<file path="src/rtl/dump_trigger_seq.sv">
// dump_trigger_seq
// Per-echo sequencer for the dump-off stage of the NMR transmit chain.
// For every echo it waits for the RF transmit pulse to end, counts the
// programmed ring-down delay and then raises state_start for one cycle.
// After the programmed number of echoes it pulses done.
// Optional feature: define DUMP_TRIG_OVERLAP_CHK_EN to flag (err_overlap)
// and discard an echo whose ring-down window is interrupted by a new TX pulse.
// Without the macro, TX is ignored during the delay and err_overlap is 0.
module dump_trigger_seq #(
    parameter int DELAY_W = 8,
    parameter int CNT_W   = 10
) (
    input  logic               clk_sys,
    input  logic               rst,
    input  logic               arm,
    input  logic               abort,
    input  logic [CNT_W-1:0]   echo_num,
    input  logic [DELAY_W-1:0] delay_cfg,
    input  logic               tx_pulse,
    output logic               state_start,
    output logic               busy,
    output logic [CNT_W-1:0]   dump_cnt,
    output logic               done,
    output logic               err_overlap
);

    typedef enum logic [2:0] {
        IDLE,
        WAIT_TX,
        DELAY,
        FIRE,
        FIN
    } state_t;

    state_t             state;
    logic               tx_d;
    logic               tx_fall;
    logic [CNT_W-1:0]   remain;
    logic [DELAY_W-1:0] dly_set;
    logic [DELAY_W-1:0] dly_cnt;

    // A falling TX edge is seen one cycle after the pulse drops
    assign tx_fall = tx_d & ~tx_pulse;

    // Sequencer: echo bookkeeping, ring-down countdown and registered strobes
    always_ff @(posedge clk_sys) begin
        if (rst) begin
            state       <= IDLE;
            tx_d        <= 1'b0;
            remain      <= '0;
            dly_set     <= '0;
            dly_cnt     <= '0;
            dump_cnt    <= '0;
            state_start <= 1'b0;
            busy        <= 1'b0;
            done        <= 1'b0;
        end else begin
            tx_d        <= tx_pulse;
            state_start <= 1'b0;
            done        <= 1'b0;
            if (abort) begin
                state <= IDLE;
                busy  <= 1'b0;
            end else begin
                case (state)
                    IDLE: begin
                        if (arm) begin
                            remain   <= echo_num;
                            dly_set  <= delay_cfg;
                            dump_cnt <= '0;
                            busy     <= 1'b1;
                            if (echo_num == '0) begin
                                state <= FIN;
                            end else begin
                                state <= WAIT_TX;
                            end
                        end
                    end
                    WAIT_TX: begin
                        if (tx_fall) begin
                            dly_cnt <= dly_set;
                            state   <= DELAY;
                        end
                    end
                    DELAY: begin
`ifdef DUMP_TRIG_OVERLAP_CHK_EN
                        if (tx_pulse) begin
                            state <= WAIT_TX;
                        end else if (dly_cnt == '0) begin
                            state <= FIRE;
                        end else begin
                            dly_cnt <= dly_cnt - 1'b1;
                        end
`else
                        if (dly_cnt == '0) begin
                            state <= FIRE;
                        end else begin
                            dly_cnt <= dly_cnt - 1'b1;
                        end
`endif
                    end
                    FIRE: begin
                        state_start <= 1'b1;
                        remain      <= remain - 1'b1;
                        if (dump_cnt != '1) begin
                            dump_cnt <= dump_cnt + 1'b1;
                        end
                        if (remain == CNT_W'(1)) begin
                            state <= FIN;
                        end else begin
                            state <= WAIT_TX;
                        end
                    end
                    FIN: begin
                        done  <= 1'b1;
                        state <= IDLE;
                        busy  <= 1'b0;
                    end
                    default: begin
                        state <= IDLE;
                        busy  <= 1'b0;
                    end
                endcase
            end
        end
    end

`ifdef DUMP_TRIG_OVERLAP_CHK_EN
    // Sticky overlap flag: set when TX returns inside the ring-down window, cleared by a new arm
    always_ff @(posedge clk_sys) begin
        if (rst) begin
            err_overlap <= 1'b0;
        end else if (!abort && state == IDLE && arm) begin
            err_overlap <= 1'b0;
        end else if (!abort && state == DELAY && tx_pulse) begin
            err_overlap <= 1'b1;
        end
    end
`else
    assign err_overlap = 1'b0;
`endif

endmodule

</file>
<file path="config.mk">
export PLATFORM = sky130hd
export DESIGN_NAME = dump_trigger_seq
export DESIGN_NICKNAME = d
export VERILOG_FILES = /design/src/rtl/dump_trigger_seq.sv
export SDC_FILE = /design/constraint.sdc
export NUM_CORES = 1
export LEC_CHECK = 0
export ABC_AREA = 1
export CORE_UTILIZATION = 55
export CTS_CLUSTER_SIZE = 28
export DETAILED_ROUTE_END_ITERATION = 10
export PLACE_DENSITY_LB_ADDON = 0.3
export SLEW_MARGIN = 20
export SYNTH_ARGS = -nofsm -noshare
export SYNTH_HDL_FRONTEND = slang
export SYNTH_SLANG_ARGS = --single-unit
</file>
<file path="constraint.sdc">
create_clock -name clk_sys -period 2.6 [get_ports clk_sys]
set_input_delay 0.65 -clock clk_sys [delete_from_list [all_inputs] [get_ports clk_sys]]
set_output_delay 0.65 -clock clk_sys [all_outputs]
set_load 0.01 [all_outputs]
</file>
==> metrics.log <==
[metrics] outcome: complete, no violations
[metrics] final core utilization: 68.0%
[metrics] die area: 4800 um2
[metrics] total of fill cells in the finished design: between 300 and 400
[metrics] kind of start point of the critical path: primary input
[metrics] Yosys Warn Count: 0
[metrics] fraction of post-synthesis cell area in the top cell type by area: between 30% and 40%
[metrics] CTS H-Tree Depth: 2
[metrics] worst setup slack after placement: 185 ps
[metrics] area of combinational cells with multiple inputs: around 1400 um2
[metrics] area leader, netlist: dfxtp_1
[metrics] Row Count: 24
[metrics] achievable frequency: 476 MHz
[metrics] most used flip-flop cell after synthesis: dfxtp_1
[metrics] CTS tree: yes
[metrics] Net Count, Synth: 416
[metrics] largest fanout of any net on the critical path: 13
[metrics] pin count of the biggest net entering global routing: 20
[metrics] critical path required time: 2800 ps
[metrics] Post-Syn Area per Cell: between 6 and 7 um2
[metrics] worst setup path startpoint: abort
[metrics] setup TNS: 0 ps
[metrics] Die X: 69.3 um
[metrics] Worst EP arrival: 2300 ps
[metrics] final clock skew: between 4 and 5 ps
[metrics] RePlAce Congestion: about 0.92
[metrics] Critical path destination: dump_cnt[8]
[metrics] 1st-pass router iterations: 5
[metrics] Async SR Flop Fraction: 0%
[metrics] fraction of layout cells with a size suffix above 1: about 7.3%
[metrics] PD cells: 474 nW/um2
[metrics] leakage power of the design: 1.28 nW
[metrics] global-route wire length before repair: around 9700 um
[metrics] most used cells in the layout excluding fill and tap cells: nand2_1 (93), nor2_1 (62), dfxtp_1 (43), inv_1 (42), clkdlybuf4s50_1 (35)
[metrics] FF+latch area: 861 um2
[metrics] clock latency on the worst-skew pair: 300 ps
[metrics] gr ovfl total: 0
[metrics] number of hold-slack violations in the final timing report: 0
[metrics] Reg2Reg Launch Point: state[0]
[metrics] Final Instance Count excl. Fillers: approximately 470
[metrics] Min-Delay Path Class: reg -> reg
[metrics] share of the cycle needed by the critical path after routing: 80.8%
[metrics] most area-consuming cells after synthesis: dfxtp_1 (35%), nand2_1 (14%), nor2_1 (9.3%)
[metrics] worst setup margin: 500 ps
[metrics] Netlist cell types: 31
[metrics] FF-to-FF path depth: 7
[metrics] Top-Level Pins: 37
[metrics] Critical-path top delay cell: clkdlybuf4s50_1
[metrics] cts repair resizes: 0
[metrics] Clock Sink Count: 43
[metrics] most common library cell in the layout ignoring fill and taps: nand2_1
[metrics] category of the most critical setup path: in -> reg
[metrics] cell chosen for the clock root: clkbuf_8
[metrics] number of violations of the max-capacitance limit: 0
[metrics] IR drop worst, VDD: 487 uV
[metrics] count of final setup violators: 0
[metrics] number of synthesized register bits: 43
[metrics] overall power after layout: 1.40 mW
[metrics] starting density of the core: a little under three fifths
[metrics] Inst Count DP: 467
[metrics] port buffer count: 35
[metrics] DRC viols: 0
[metrics] final critical path time including I/O delays and setup: 2100 ps
[metrics] clock buffer depth: 2
[metrics] type of element capturing the critical path: flop
[metrics] number of antenna violations at the first check in global routing: 0
[metrics] setup slack on the worst flop-to-flop path: 950 ps
[metrics] per-cell via count in the routed design: 5.14
[metrics] GRT Util Overall: 24.9%
[metrics] total core area: 4350 um2
[metrics] Max Transition Viols Final: 0
[metrics] total wire length: ~5500 um
[metrics] Critical Path, Cell by Cell: clkdlybuf4s50_1 -> inv_1 -> nand2_1 -> nor2_4 -> inv_2 -> nand2_2 -> nand2_4 -> o21ai_0 -> nor2_1
[metrics] crit-path max cell delay: about 470 ps
[metrics] drt first-iter violations: slightly below 200
[metrics] number of post-CTS setup repair buffers: 0
[metrics] clock-pin slew on the worst setup and hold paths: about 80 ps
[metrics] total number of vias: ~2400
[metrics] total inserted antenna cells: 0
[metrics] total of hold buffers inserted after clock tree synthesis: 0
[metrics] HPWL reported at the end of detailed placement: between 4000 and 5000 um
[metrics] final routed wire length divided by cell count: 11.7 um
[metrics] sequential-to-total area share from yosys stat: 34.5%
[metrics] chip height: 69.3 um
[metrics] setup repair after global routing missed its margin: false
[metrics] number of global-route vias before repair: 2330
[metrics] post-detailed-placement cell area: 2870 um2
[metrics] number of instances in the synthesized netlist: between 300 and 400
[metrics] total number of nets in the final design: between 400 and 500
[metrics] growth of design area from synthesis to finish: 18.7%
[metrics] Inserted Clock Buffers: 5
[metrics] endpoint of the lowest-slack register-to-register path: dump_cnt[8]
[metrics] Antenna Nets Post-Route: 0
[metrics] Netlist Area Pre-Place: 2490 um2
[metrics] number of synthesized flops with an enable pin: 0
[metrics] cell area after layout: 2960 um2
[metrics] post-route worst hold slack: roughly 460 ps
-- routing by layer --
metal  part of all wire, %  global-route usage [%]
met1                    45                    30.3
met2                    47                    42.3
met3                   6.2                    5.52
met4                   1.7                    10.2
met5                     0                       0
-- cell type report --
cell class | instances | share of cell area [%]
Sequential cell | 43 | 29.1
Multi-Input combinational cell | 287 | 46.9
Timing Repair Buffer | 37 | 12.8
Clock inverter | 1 | 0.169
Inverter | 48 | 6.09
Tap cell | 52 | 2.20
Clock buffer | 6 | 2.79
-- cells in the mapped netlist (3+ instances only) --
| cell type | n |
|---|---|
| ha_1 | 5 |
| buf_2 | 3 |
| clkbuf_1 | 3 |
| a21oi_1 | 34 |
| nand2_4 | 3 |
| o21ai_0 | 29 |
| inv_1 | 42 |
| xor2_1 | 3 |
| inv_2 | 6 |
| nor2_1 | 62 |
| nand2_1 | 93 |
| nand2_2 | 3 |
| nand3_1 | 32 |
| nor2_2 | 4 |
| nor3_1 | 3 |
| dfxtp_1 | 43 |
-- logic make-up after synthesis --
group / count (synthesis) / synth area share (%)
xor gates and xnor gates: 3 / 1.05
buffers and inverters: 58 / 9.79
and+or+nand+nor: 208 / 36.9
adders and majority gates: 5 / 2.51
AOI/OAI and AO/OA: 70 / 15.0
other: 1 / 0.150
DFF: 43 / 34.5
-- how the worst min path moves through the flow --
stage,from,end,cells after the start
4_1_cts,dly_set[2],dly_set[2],2
3_5_place_dp,dly_set[2],dly_set[2],2
5_1_grt,dly_set[2],dly_set[2],2
3_3_place_gp,dly_set[4],dly_set[4],2
2_1_floorplan,dly_set[4],dly_set[4],2
6_report,dly_set[2],dly_set[2],2
-- flip-flops by register name (all words and copies together) (netlist names) --
register,count
tx_d,1
dump_cnt,10
state_start,1
remain,10
dly_cnt,8
state,3
busy,1
dly_set,8
done,1
-- power by group --
group	internal, mW	switching, mW
combinational	0.104	0.152
clock	0.209	0.231
sequential	0.686	0.0204
total	0.998	0.404
-- critical path, delay by kind of cell --
family,cells,cell delay [ps]
buffers and inverters,3,770
and+or+nand+nor,5,720
AOI/OAI and AO/OA,1,150
Power figures use the tool's default switching activity.
